## src/rtl/dht11_reader.sv

```systemverilog
// rtl/dht11_reader.sv - DHT11 single-wire bus master producing the 40-bit tem_data frame
// Drives the host start pulse, times ack and data-bit widths in 1 us ticks, checks the frame sum.
module dht11_reader #(
   parameter int CLK_HZ        = 50_000_000,
   parameter int START_LOW_US  = 20000,
   parameter int BIT_THRESH_US = 40,
   parameter int TIMEOUT_US    = 200
) (
   input  logic        clk,
   input  logic        nRST,
   input  logic        start,
   input  logic        dht_in,
   output logic        dht_oe,
   output logic        busy,
   output logic [39:0] tem_data,
   output logic        valid,
   output logic        err,
   output logic [1:0]  err_code
);

   localparam logic [15:0] PRE_MAX    = 16'(CLK_HZ / 1_000_000 - 1);
   localparam logic [15:0] START_CNT  = 16'(START_LOW_US);
   localparam logic [15:0] THRESH_CNT = 16'(BIT_THRESH_US);
   localparam logic [15:0] TMO_CNT    = 16'(TIMEOUT_US);

   typedef enum logic [2:0] {
      S_IDLE, S_START_LOW, S_WAIT_ACK, S_ACK_LOW,
      S_ACK_HIGH, S_BIT_LOW, S_BIT_HIGH, S_CHECK
   } state_t;

   state_t      r_state;
   state_t      w_next;
   logic [1:0]  r_sync;
   logic        r_level;
   logic [15:0] r_pre;
   logic [15:0] r_us;
   logic [39:0] r_shift;
   logic [5:0]  r_bits;
   logic [39:0] r_data;
   logic        r_valid;
   logic        r_err;
   logic [1:0]  r_code;

   logic        w_rise;
   logic        w_fall;
   logic        w_tick;
   logic        w_accept;
   logic        w_bit;
   logic [7:0]  w_sum;
   logic        w_shift_en;
   logic        w_good;
   logic        w_fail;
   logic [1:0]  w_fail_code;

   // r_level is the edge register behind the two-flop synchronizer
   assign w_rise   = r_sync[1] & ~r_level;
   assign w_fall   = ~r_sync[1] & r_level;
   assign w_tick   = (r_pre == PRE_MAX);
   assign w_accept = (r_state == S_IDLE) && start;
   assign w_bit    = (r_us > THRESH_CNT);
   assign w_sum    = r_shift[39:32] + r_shift[31:24] + r_shift[23:16] + r_shift[15:8];

   always_ff @(posedge clk) begin
      if (nRST) r_state <= S_IDLE;
      else      r_state <= w_next;
   end

   always_comb begin
      w_next      = r_state;
      w_shift_en  = 1'b0;
      w_good      = 1'b0;
      w_fail      = 1'b0;
      w_fail_code = 2'd0;
      case (r_state)
         S_IDLE:      if (start) w_next = S_START_LOW;
         S_START_LOW: if (r_us == START_CNT) w_next = S_WAIT_ACK;
         S_WAIT_ACK:  if (w_fall) w_next = S_ACK_LOW;
         S_ACK_LOW:   if (w_rise) w_next = S_ACK_HIGH;
         S_ACK_HIGH:  if (w_fall) w_next = S_BIT_LOW;
         S_BIT_LOW:   if (w_rise) w_next = S_BIT_HIGH;
         S_BIT_HIGH: begin
            if (w_fall) begin
               w_shift_en = 1'b1;
               w_next     = (r_bits == 6'd39) ? S_CHECK : S_BIT_LOW;
            end
         end
         S_CHECK: begin
            w_next = S_IDLE;
            if (w_sum == r_shift[7:0]) begin
               w_good = 1'b1;
            end else begin
               w_fail      = 1'b1;
               w_fail_code = 2'd3;
            end
         end
         default: w_next = S_IDLE;
      endcase
      // a stuck bus wins over any edge seen in the same cycle
      if (r_us == TMO_CNT) begin
         if (r_state inside {S_WAIT_ACK, S_ACK_LOW, S_ACK_HIGH}) begin
            w_next      = S_IDLE;
            w_fail      = 1'b1;
            w_fail_code = 2'd1;
            w_shift_en  = 1'b0;
         end else if (r_state inside {S_BIT_LOW, S_BIT_HIGH}) begin
            w_next      = S_IDLE;
            w_fail      = 1'b1;
            w_fail_code = 2'd2;
            w_shift_en  = 1'b0;
         end
      end
   end

   always_ff @(posedge clk) begin
      if (nRST) begin
         r_sync  <= 2'b11;
         r_level <= 1'b1;
         r_pre   <= 16'd0;
         r_us    <= 16'd0;
         r_shift <= 40'd0;
         r_bits  <= 6'd0;
         r_data  <= 40'd0;
         r_valid <= 1'b0;
         r_err   <= 1'b0;
         r_code  <= 2'd0;
      end else begin
         r_sync  <= {r_sync[0], dht_in};
         r_level <= r_sync[1];
         r_pre   <= (w_accept || w_tick) ? 16'd0 : r_pre + 16'd1;
         if (w_next != r_state)
            r_us <= 16'd0;
         else if (w_tick && r_us != 16'hFFFF)
            r_us <= r_us + 16'd1;
         if (w_accept) begin
            r_bits <= 6'd0;
            r_code <= 2'd0;
         end
         if (w_shift_en) begin
            r_shift <= {r_shift[38:0], w_bit};
            r_bits  <= r_bits + 6'd1;
         end
         r_valid <= w_good;
         r_err   <= w_fail;
         if (w_good) r_data <= r_shift;
         if (w_fail) r_code <= w_fail_code;
      end
   end

   assign dht_oe   = (r_state == S_START_LOW);
   assign busy     = (r_state != S_IDLE);
   assign tem_data = r_data;
   assign valid    = r_valid;
   assign err      = r_err;
   assign err_code = r_code;

endmodule

```

## config.mk

```make
export PLATFORM = sky130hd
export DESIGN_NAME = dht11_reader
export DESIGN_NICKNAME = d
export VERILOG_FILES = /design/src/rtl/dht11_reader.sv
export SDC_FILE = /design/constraint.sdc
export NUM_CORES = 1
export LEC_CHECK = 0
export BUFFER_PORTS_ARGS = -buffer_cell sky130_fd_sc_hd__buf_2
export CAP_MARGIN = 25
export CORE_MARGIN = 4
export CORE_UTILIZATION = 45
export CTS_CLUSTER_SIZE = 8
export DETAILED_ROUTE_END_ITERATION = 16
export PLACE_DENSITY = 0.66
export RECOVER_POWER = 100
export SLEW_MARGIN = 10
export SYNTH_ARGS = -nofsm -noshare
export SYNTH_HDL_FRONTEND = slang
export SYNTH_SLANG_ARGS = --single-unit
```

## constraint.sdc

```tcl
create_clock -name clk -period 4.9 [get_ports clk]
set_clock_uncertainty 0.05 [all_clocks]
set_input_delay 0.49 -clock clk [delete_from_list [all_inputs] [get_ports clk]]
set_output_delay 0.49 -clock clk [all_outputs]
set_load 0.02 [all_outputs]
```

==> results by stage, run 1 <==
Run status:
- The flow ran to the end, but the final reports show violations.
- The checks that failed: capacitance limit, slew limit.

Setup path:
- STA classifies the critical path endpoint as a flip-flop.
- Counting both buffers and inverters, the worst setup path holds a total of 3.
- On the worst path, the slowest cell contributes a delay of just under 0.8 ns.
- The capture instance of the worst register-to-register path is tem_data[36].
- Walking the worst path, the cells encountered are fa_1 > inv_1 > fa_1 > inv_1 > ha_1 > fa_1 > xor2_1 > nor3_1 > nand4b_1 > a2111o_1 > buf_4 > o21ai_0 > a21oi_1.
- The worst-case register-to-register setup slack is between 0.5 and 0.6 ns.
- Along the worst path, the maximum fanout reaches 22.
- In this run the critical register-to-register path is launched from r_shift[9].
- The startpoint-to-endpoint class of the critical path is flip-flop to flip-flop.
- The cell depth of the worst flop-to-flop path is 13.
- Counting stages on the worst path, the most repeated cell is sky130_fd_sc_hd__fa_1.
- The cell family contributing the most delay on the critical path is adder cells.
- At the worst endpoint, the arrival time is 4.54 ns.
- STA classifies the critical path startpoint as a flip-flop.
- The cell type of the slowest stage on the worst timing path is sky130_fd_sc_hd__a2111o_1.
- The required time of the worst setup path is a little over 5 ns.

CTS:
- The TritonCTS clock tree is yes.
- In this run, post-CTS hold repair placed 0 buffers.
- The number of buffers on the longest clock path is 2.
- The insertion delay to the later sink of the worst-skew pair is between 0.4 and 0.5 ns.
- CTS built an H-tree with a depth of 4.
- The count of buffers added by post-CTS timing repair for setup is 0.
- The tree built by TritonCTS fans out to ~130 sinks.
- The number of cells upsized or downsized after cts is 0.
- The CTS buffer count is 17.
- After clock tree synthesis, the clock-pin slew on the worst setup and hold paths is 0.06 ns.
- The buffer cell driving the clock tree root is sky130_fd_sc_hd__clkbuf_16.

Yosys:
- Of the total synthesized cell area, the portion taken by full adders, half adders and majority gates is 7.195%.
- The most used flip-flop cell after synthesis is sky130_fd_sc_hd__dfxtp_1.
- Summing the areas of all compound-gate instances in the mapped netlist gives between 15 and 20% of the synthesized area.
- For this run, asynchronously set or reset flops after synthesis account for 0%.
- Of the total synthesized cell area, the portion taken by XOR and XNOR cells is under 10%.
- The dominant combinational cell family by area after synthesis is simple AND/OR/NAND/NOR gates.
- After technology mapping, the gate count stands at between 700 and 800.
- The mapped netlist covers 5982 um^2.
- The unique cell type count in the Yosys netlist is 48.
- Counting every net in the synthesized netlist gives ~740.
- The simple logic cell fraction of the synthesized area is between 20% and 30%.
- The count of flip-flops with a built-in enable after synthesis is 0.
- In this run, synthesis produced a sequential element count of 128.
- In the synthesized netlist, mux cells make up less than 1% of the area.
- The average instance in the mapped netlist occupies 8.402 um^2.
- The count of yosys warnings during synthesis is 0.
- The post-synthesis sequential area ratio is 42.84%.

Place:
- In this run, placement finished with an instance count of 893.
- The half-perimeter wire length of the detailed placement result is ~9.4 mm.
- Routability-driven placement finished with a final weighted congestion of approximately 0.85.
- The number of port buffers is a little under 50.
- In this run the cell area measured after placement is 6321 um^2.

Timing:
- The number of hold violations in the final report is 0.
- The tightest hold path in the finished design has a slack of a little over 0.2 ns.
- The relative slew slack is -21.96%.
- The share of the clock period used by the worst path after layout is between 80 and 90%.
- Derived from the worst setup path, the maximum achievable clock frequency is roughly 0.23 GHz.
- Setup violations remaining at the end of the flow were counted as 0.
- The worst path needs 4.366 ns of the cycle, external delays included.
- Adding up every negative setup slack in the final design gives 0 ns.
- Setup repair after global routing left no endpoint under its margin.
- The final count of pins violating max slew is ~90.
- At the pin with the least slew margin, the transition time is 1.829 ns.

Run:
- The total of max-cap violations is 2.

Finish:
- Counting the fill cells in the layout gives roughly 1200.
- Cells with a size suffix above 1 make up 6.507% of the layout.
- The repair_antennas step left the layout with diodes totalling 0.
- Compared with the post-synthesis result, the final layout area differs by 14.83%.
- The count of cells in the finished layout, fillers not included, comes to 925.
- The final layout net count is slightly below 800.
- The multi-input logic area is 3124 um^2.
- The register cell area after layout is about 2600 um^2.
- The summed area of non-filler cells in the final layout is between 6000 and 7000 um^2.

Floorplan:
- The core region area is approximately 13000 um^2.
- The placement row count is ~40.
- From bottom edge to top edge, the die measures 123.3 um.
- The starting density of the core is 46.64%.
- The die covers around 15000 um^2.
- The width of the chip is around 120 um.
- The number of placed I/O pins is 50.

Global routing:
- The remaining global-route overflow is 0.
- The first-pass GRT wire length is 23.34 mm.
- The initial antenna violation count came to 0.
- For this run, the total global-route usage over all layers was measured as 19.43%.
- The number of global-route vias before repair came to between 4000 and 5000.
- The largest net degree at the start of global routing is ~60.

Hold path:
- The number of stages on the worst hold path is 2.
- The end of the worst hold path is r_sync[0].
- The startpoint identified for the worst hold timing path is dht_in.
- The worst min-delay path category is primary input to flip-flop.

Power and ir drop:
- IR analysis of the VDD net gives a maximum drop of 0.2846 mV.
- In this run the static leakage power is 2.404 nW.
- In this run the power density over the cells is ~350 nW/um^2.

Routing:
- The first detailed-routing pass took 5 iterations.
- The number of design-rule violations left by the first detailed-router iteration is between 400 and 500.
- The mean routed wirelength per cell is about 15 um.
- After detailed routing, the number of vias per cell comes to approximately 5.5.
- Once detail routing completed, the nets flagged for antenna violations numbered 0.
- The aggregate routed wire length is 13.86 mm.
- In the routed design, unresolved DRC markers number 0.
- Summing over every cut layer, the via total after detailed routing is approximately 5100.
## registers in the layout, summed over array words and instances (netlist names)
| name | count |
|---|---|
| err | 1 |
| err_code | 2 |
| r_bits | 6 |
| r_level | 1 |
| r_pre | 16 |
| r_shift | 40 |
| r_state | 3 |
| r_sync | 2 |
| r_us | 16 |
| tem_data | 40 |
| valid | 1 |
## power breakdown
part	internal (mW)	switching [mW]	leakage (nW)
logic	0.00800	0.0291	1.07
registers	1.04	0.00418	1.03
clock network	0.885	0.448	0.305
## synth_stat cells, types with 2 or more instances
cell	instances	area [um^2]
sky130_fd_sc_hd__xnor3_1	2	45.04
sky130_fd_sc_hd__nand4_1	46	287.8
sky130_fd_sc_hd__a2111oi_0	2	17.52
sky130_fd_sc_hd__xor2_1	22	192.7
sky130_fd_sc_hd__a31oi_1	3	18.77
sky130_fd_sc_hd__ha_1	12	150.1
sky130_fd_sc_hd__and4b_1	4	40.04
sky130_fd_sc_hd__nand3b_1	3	22.52
sky130_fd_sc_hd__nor3_1	8	40.04
sky130_fd_sc_hd__inv_1	22	82.58
sky130_fd_sc_hd__nand2b_1	3	18.77
sky130_fd_sc_hd__clkbuf_1	39	146.4
sky130_fd_sc_hd__xnor2_1	19	166.4
sky130_fd_sc_hd__mux2i_1	2	20.02
sky130_fd_sc_hd__a211oi_1	3	22.52
sky130_fd_sc_hd__nor4_2	2	25.02
sky130_fd_sc_hd__nand2_1	98	367.9
sky130_fd_sc_hd__nor2_1	59	221.5
sky130_fd_sc_hd__buf_2	5	25.02
sky130_fd_sc_hd__or4_1	2	15.01
sky130_fd_sc_hd__nand3_1	15	75.07
sky130_fd_sc_hd__a21o_1	2	15.01
sky130_fd_sc_hd__o21ai_1	40	200.2
sky130_fd_sc_hd__or2_2	3	18.77
sky130_fd_sc_hd__and3_1	9	56.30
sky130_fd_sc_hd__or3_1	2	12.51
sky130_fd_sc_hd__buf_6	4	45.04
sky130_fd_sc_hd__fa_1	14	280.3
sky130_fd_sc_hd__dfxtp_1	128	2562
sky130_fd_sc_hd__nor3b_1	4	30.03
sky130_fd_sc_hd__nor4_1	3	18.77
sky130_fd_sc_hd__a21oi_1	103	515.5
sky130_fd_sc_hd__and4_1	4	35.03
sky130_fd_sc_hd__o21ai_0	11	55.05
## worst register-to-register path: cells and delay by family (launching register included)
family / cells / cell delay, ns
adders and majority gates: 4 / 1.70
AOI/OAI and AO/OA: 3 / 1.06
buffers and inverters: 3 / 0.45
and+or+nand+nor: 2 / 0.41
DFF: 1 / 0.34
xor gates and xnor gates: 1 / 0.16
## cell usage in the layout (no fill, tap or decap), types with 2 or more instances in the layout
| cell type | n |
|---|---|
| sky130_fd_sc_hd__a2111oi_0 | 2 |
| sky130_fd_sc_hd__a211oi_1 | 3 |
| sky130_fd_sc_hd__a21o_1 | 2 |
| sky130_fd_sc_hd__a21oi_1 | 103 |
| sky130_fd_sc_hd__a31oi_1 | 3 |
| sky130_fd_sc_hd__and3_1 | 9 |
| sky130_fd_sc_hd__and4_1 | 4 |
| sky130_fd_sc_hd__and4b_1 | 4 |
| sky130_fd_sc_hd__buf_2 | 2 |
| sky130_fd_sc_hd__buf_4 | 6 |
| sky130_fd_sc_hd__bufinv_16 | 4 |
| sky130_fd_sc_hd__clkbuf_1 | 50 |
| sky130_fd_sc_hd__clkbuf_16 | 17 |
| sky130_fd_sc_hd__clkbuf_8 | 3 |
| sky130_fd_sc_hd__clkinv_2 | 3 |
| sky130_fd_sc_hd__clkinvlp_4 | 2 |
| sky130_fd_sc_hd__dfxtp_1 | 128 |
| sky130_fd_sc_hd__fa_1 | 14 |
| sky130_fd_sc_hd__ha_1 | 12 |
| sky130_fd_sc_hd__inv_1 | 22 |
| sky130_fd_sc_hd__mux2i_1 | 2 |
| sky130_fd_sc_hd__nand2_1 | 98 |
| sky130_fd_sc_hd__nand2b_1 | 3 |
| sky130_fd_sc_hd__nand3_1 | 15 |
| sky130_fd_sc_hd__nand3b_1 | 3 |
| sky130_fd_sc_hd__nand4_1 | 46 |
| sky130_fd_sc_hd__nor2_1 | 58 |
| sky130_fd_sc_hd__nor3_1 | 8 |
| sky130_fd_sc_hd__nor3b_1 | 4 |
| sky130_fd_sc_hd__nor4_1 | 4 |
| sky130_fd_sc_hd__o21ai_0 | 27 |
| sky130_fd_sc_hd__o21ai_1 | 24 |
| sky130_fd_sc_hd__or2_2 | 3 |
| sky130_fd_sc_hd__or3_1 | 2 |
| sky130_fd_sc_hd__or4_1 | 2 |
| sky130_fd_sc_hd__xnor2_1 | 19 |
| sky130_fd_sc_hd__xnor3_1 | 2 |
| sky130_fd_sc_hd__xor2_1 | 21 |
## kinds of logic (layout without fill, tap and decap cells)
| group | count (synthesis) | count (layout) |
|---|---|---|
| AO/OA/AOI/OAI | 174 | 174 |
| XOR/XNOR | 43 | 43 |
| adder cells (fa/ha/maj) | 26 | 26 |
| buffers and inverters | 71 | 112 |
| flip-flops | 128 | 128 |
| multiplexers | 2 | 2 |
| AND/OR/NAND/NOR | 268 | 268 |
## cell type report
class                      instances  area share (%)
tap                              172           3.133
multi-input combinational        513           45.48
inverter                          22           1.202
clock buffer                      21           6.849
timing repair buffer              59           3.716
sequential                       128           37.30
clock inverter                    10           2.313
## through the flow
stage	power [mW]	setup slack, ns	util [%]
floorplan	1.098	1.327	-
global placement	1.107	0.7694	49.23
detailed placement	1.109	0.6262	49.29
CTS	2.444	0.6290	54.20
global route	2.493	0.2735	53.56
finish	2.419	0.5336	53.56
## per-layer routing
metal / share of wire, % / vias to the layer above / GRT usage, %
met5: 0 / - / 0
met4: 2.0 / 0 / 8.304
met3: 3.3 / 28 / 4.666
met2: 52 / 100 / 32.76
met1: 43 / 2433 / 23.69
li1: - / 2542 / -
## how the worst max path moves through the flow
stage,depth (start not counted),start,to,slack (ns)
final,13,r_shift[9],tem_data[36],0.53
after global routing,10,r_shift[11],tem_data[25],0.27
after CTS,13,r_shift[9],tem_data[36],0.63
after detailed placement,13,r_shift[9],tem_data[36],0.63
after global placement,13,r_shift[9],tem_data[6],0.77
after floorplan,13,r_shift[9],tem_data[10],1.33
Power figures use the tool's default switching activity.
==> run 2, diff against run 1 <==
==> constraint.sdc (replaced) <==
create_clock -name clk -period 4.9 [get_ports clk]
set_clock_uncertainty 0.05 [all_clocks]
set_input_delay 0.98 -clock clk [delete_from_list [all_inputs] [get_ports clk]]
set_output_delay 0.98 -clock clk [all_outputs]
set_load 0.02 [all_outputs]
==> run 2 against run 1 <==
Net effect:
- the flow still finishes with violations (capacitance limit, slew limit)
- setup slack got worse by 0.13 ns
- fmax down 2.9%
- via count is 1.2% lower
- sequential power about the same
- final cell count unchanged
- hold slack better by 0.15 ns
- first-iteration DRC count stayed put
- non-clock buffer count is the same
- register-to-register slack got worse by 0.13 ns
- largest cell class unchanged
==> results by stage, run 2 (synthesized netlist as in run 1, its figures left out) <==
Timing:
- The setup violation total in the final timing report is 0.
- The shortest period the worst path allows is between 4 and 5 ns.
- Adding up every negative setup slack in the final design gives 0 ns.
- The maximum achievable frequency is 0.2223 GHz.
- Setup repair after global routing left no endpoint under its margin.
- Measured against its own limit, the worst slew margin works out to -7.109%.
- The number of hold violations in the final report is 0.
- The final critical path takes up 91.81% of the cycle.
- The transition time at the pin with the least slew margin is about 1.6 ns.
- The final count of pins violating max slew was 47.
- The post-route worst setup slack is roughly 0.40 ns.

Hold path:
- The worst min-delay path category is flip-flop to flip-flop.
- The origin of the worst min-delay path is r_sync[0].

Place:
- At the end of routability-driven placement, the weighted congestion stood at 0.8439.
- The setup slack after placement is 0.5977 ns.
- The wire-length estimate of the detail-placed layout is roughly 9.3 mm.
- Summing all placed instances gives a cell area of 6314 um^2.
- Buffers placed on the I/O ports in this run total 49.

Finish:
- The fraction of layout cells with a size suffix above 1 is 5.843%.
- Summing all multi-input logic gate instances after layout gives 3132 um^2.
- The layout-stage area growth over the synthesis result is 13.93%.
- The sequential cells in the finished layout cover a total of approximately 2600 um^2.
- Leaving out fill and tap cells, the most frequent cell in the layout is sky130_fd_sc_hd__dfxtp_1.
- The repair_antennas step left the layout with diodes totalling 0.
- The library cells used most frequently in the layout, excluding fill and tap cells, are sky130_fd_sc_hd__dfxtp_1 (128), sky130_fd_sc_hd__a21oi_1 (103), sky130_fd_sc_hd__nand2_1 (98), sky130_fd_sc_hd__nor2_1 (58), sky130_fd_sc_hd__clkbuf_1 (56).
- The final layout net count is just under 800.
- The summed area of non-filler cells in the final layout is about 6800 um^2.
- The count of filler cells inserted in the layout is roughly 1200.
- For this run, the share of the core covered by cells in the final layout is between 50% and 60%.

Power and ir drop:
- The design draws approximately 2.3 mW.
- In this run, flip-flops and latches consume a little under half of the power.
- The internal cell power is about 1.9 mW.
- The power per cell area is approximately 340 nW/um^2.
- The fraction of power spent switching nets is between 20% and 30%.
- The net switching component of the power is roughly 470 uW.
- Across the VDD grid, the largest voltage drop is 0.2505 mV.
- The part of the total power dissipated in combinational logic is 1.6%.
- The leakage power of the design is 2.382 nW.
- The portion of total power attributed to the clock network is roughly 53%.

CTS:
- The TritonCTS clock tree is yes.
- The H-tree was split into 4 levels.
- For this design, the CTS-stage hold fixing added 0 buffers.
- The clock reaches the later pin of the worst-skew pair after about 0.42 ns.
- The longest clock path from root to sink contains 2 buffers.
- The number of setup buffers added after CTS is 0.
- The CTS buffer count is 17.
- Clock-pin slew was measured on the worst setup and hold paths at approximately 0.05 ns.
- Post-CTS repair changed the size of 0 cells.
- The buffer cell driving the clock tree root is sky130_fd_sc_hd__clkbuf_16.
- CTS saw about 130 sinks.

Setup path:
- The timing startpoint of the critical path is r_shift[10].
- The reg-to-reg critical path startpoint is r_shift[10].
- The required time of the worst setup path is 5.19 ns.
- The cell type of the slowest stage on the worst timing path is sky130_fd_sc_hd__clkbuf_1.
- The startpoint-to-endpoint class of the critical path is flip-flop to flip-flop.
- STA classifies the critical path startpoint as a flip-flop.
- In this run the worst path has a maximum fanout of 27.
- Counting both buffers and inverters, the worst setup path holds a total of 1.
- STA classifies the critical path endpoint as a flip-flop.
- Data arrives at the worst endpoint at between 4 and 5 ns.
- The family with the most delay on the worst path is adder cells.
- The critical path goes through fa_1 > fa_1 > ha_1 > a211oi_1 > o21bai_1 > a21oi_1 > xnor2_2 > clkbuf_1 > nand4_1 > a21oi_1.
- The delay contributed by the slowest stage of the critical path is 0.94 ns.

Run status:
- The final reports fail on capacitance limit, slew limit.
- The flow ran to the end, but the final reports show violations.

Global routing:
- In the global route stage, overall resource usage came out at 18.97%.
- The first-pass GRT wire length is about 23 mm.
- The largest net degree at the start of global routing is between 90 and 100.
- Summed over all layers, the global routing overflow is 0.
- The number of global-route vias before repair came to between 4000 and 5000.
- The initial antenna violation count is 0.

Routing:
- After detailed routing, the number of remaining DRC violations is 0.
- The aggregate routed wire length is between 10 and 15 mm.
- The pre-antenna-repair detailed-routing pass consisted of 5 iterations.
- The via density per instance is 5.451.
- After the first detailed-routing iteration, the DRC count stood at 441.
- The detailed router placed ~5000 vias in this run.
- The antenna violation net count after detailed routing is 0.
- The mean routed wirelength per cell is 15.09 um.

Floorplan:
- The floorplan step defined a die boundary enclosing between 15000 and 20000 um^2.
- The placement row count is 41.
- In this run the vertical extent of the chip is 123.3 um.
- The starting density of the core is between 40 and 50%.
- The width of the chip is around 120 um.
- The core region area is 12820 um^2.
- The number of placed I/O pins is 50.

Run:
- The total of max-cap violations is 1.
[run 2: worst register-to-register path: cells and delay by family, from the launching register on]
kind / cells / cell delay [ns]
flip-flops: 1 / 0.36
XOR/XNOR: 1 / 0.33
adder cells (fa/ha/maj): 3 / 1.39
AO/OA/AOI/OAI: 4 / 1.02
AND/OR/NAND/NOR: 1 / 0.32
buffers and inverters: 1 / 0.95
[run 2: power groups by stage]
| stage | clock, mW | combinational, mW | sequential [mW] |
|---|---|---|---|
| detailed placement | 0 | 0.0373 | 1.07 |
| floorplan | 0 | 0.0299 | 1.07 |
| global route | 1.31 | 0.0416 | 1.05 |
| CTS | 1.26 | 0.0376 | 1.05 |
| global placement | 0 | 0.0363 | 1.07 |
| finish | 1.24 | 0.0370 | 1.05 |
[run 2: through the flow]
stage	std cells	hold slack, ns
CTS	923	0.3583
global placement	892	0.3416
finish	925	0.3561
global route	925	0.3873
floorplan	712	0.3395
detailed placement	892	0.3443
[run 2: final timing paths]
| kind | to | slack (ns) | cells past startpoint |
|---|---|---|---|
| setup / recovery | tem_data[22] | 0.40 | 10 |
| hold / removal | r_sync[1] | 0.36 | 1 |
| setup reg to reg | tem_data[22] | 0.40 | 10 |
| hold reg to reg | r_sync[1] | 0.36 | 1 |
[run 2: layout make-up]
class / count / area share (%)
Multi-Input combinational cell: 513 / 45.95
Sequential cell: 128 / 37.60
Clock buffer: 24 / 6.774
Timing Repair Buffer: 59 / 3.690
Tap cell: 172 / 3.158
Clock inverter: 7 / 1.616
Inverter: 22 / 1.212
[run 2: metal layers]
| layer | share of wire [%] | vias up | GRT usage, % | routed length [um] |
|---|---|---|---|---|
| li1 | - | 2541 | - | - |
| met1 | 43 | 2379 | 22.82 | 6073 |
| met2 | 51 | 95 | 32.38 | 7055 |
| met3 | 3.6 | 27 | 4.620 | 509 |
| met4 | 2.3 | 0 | 7.958 | 325 |
| met5 | 0 | - | 0 | 0 |
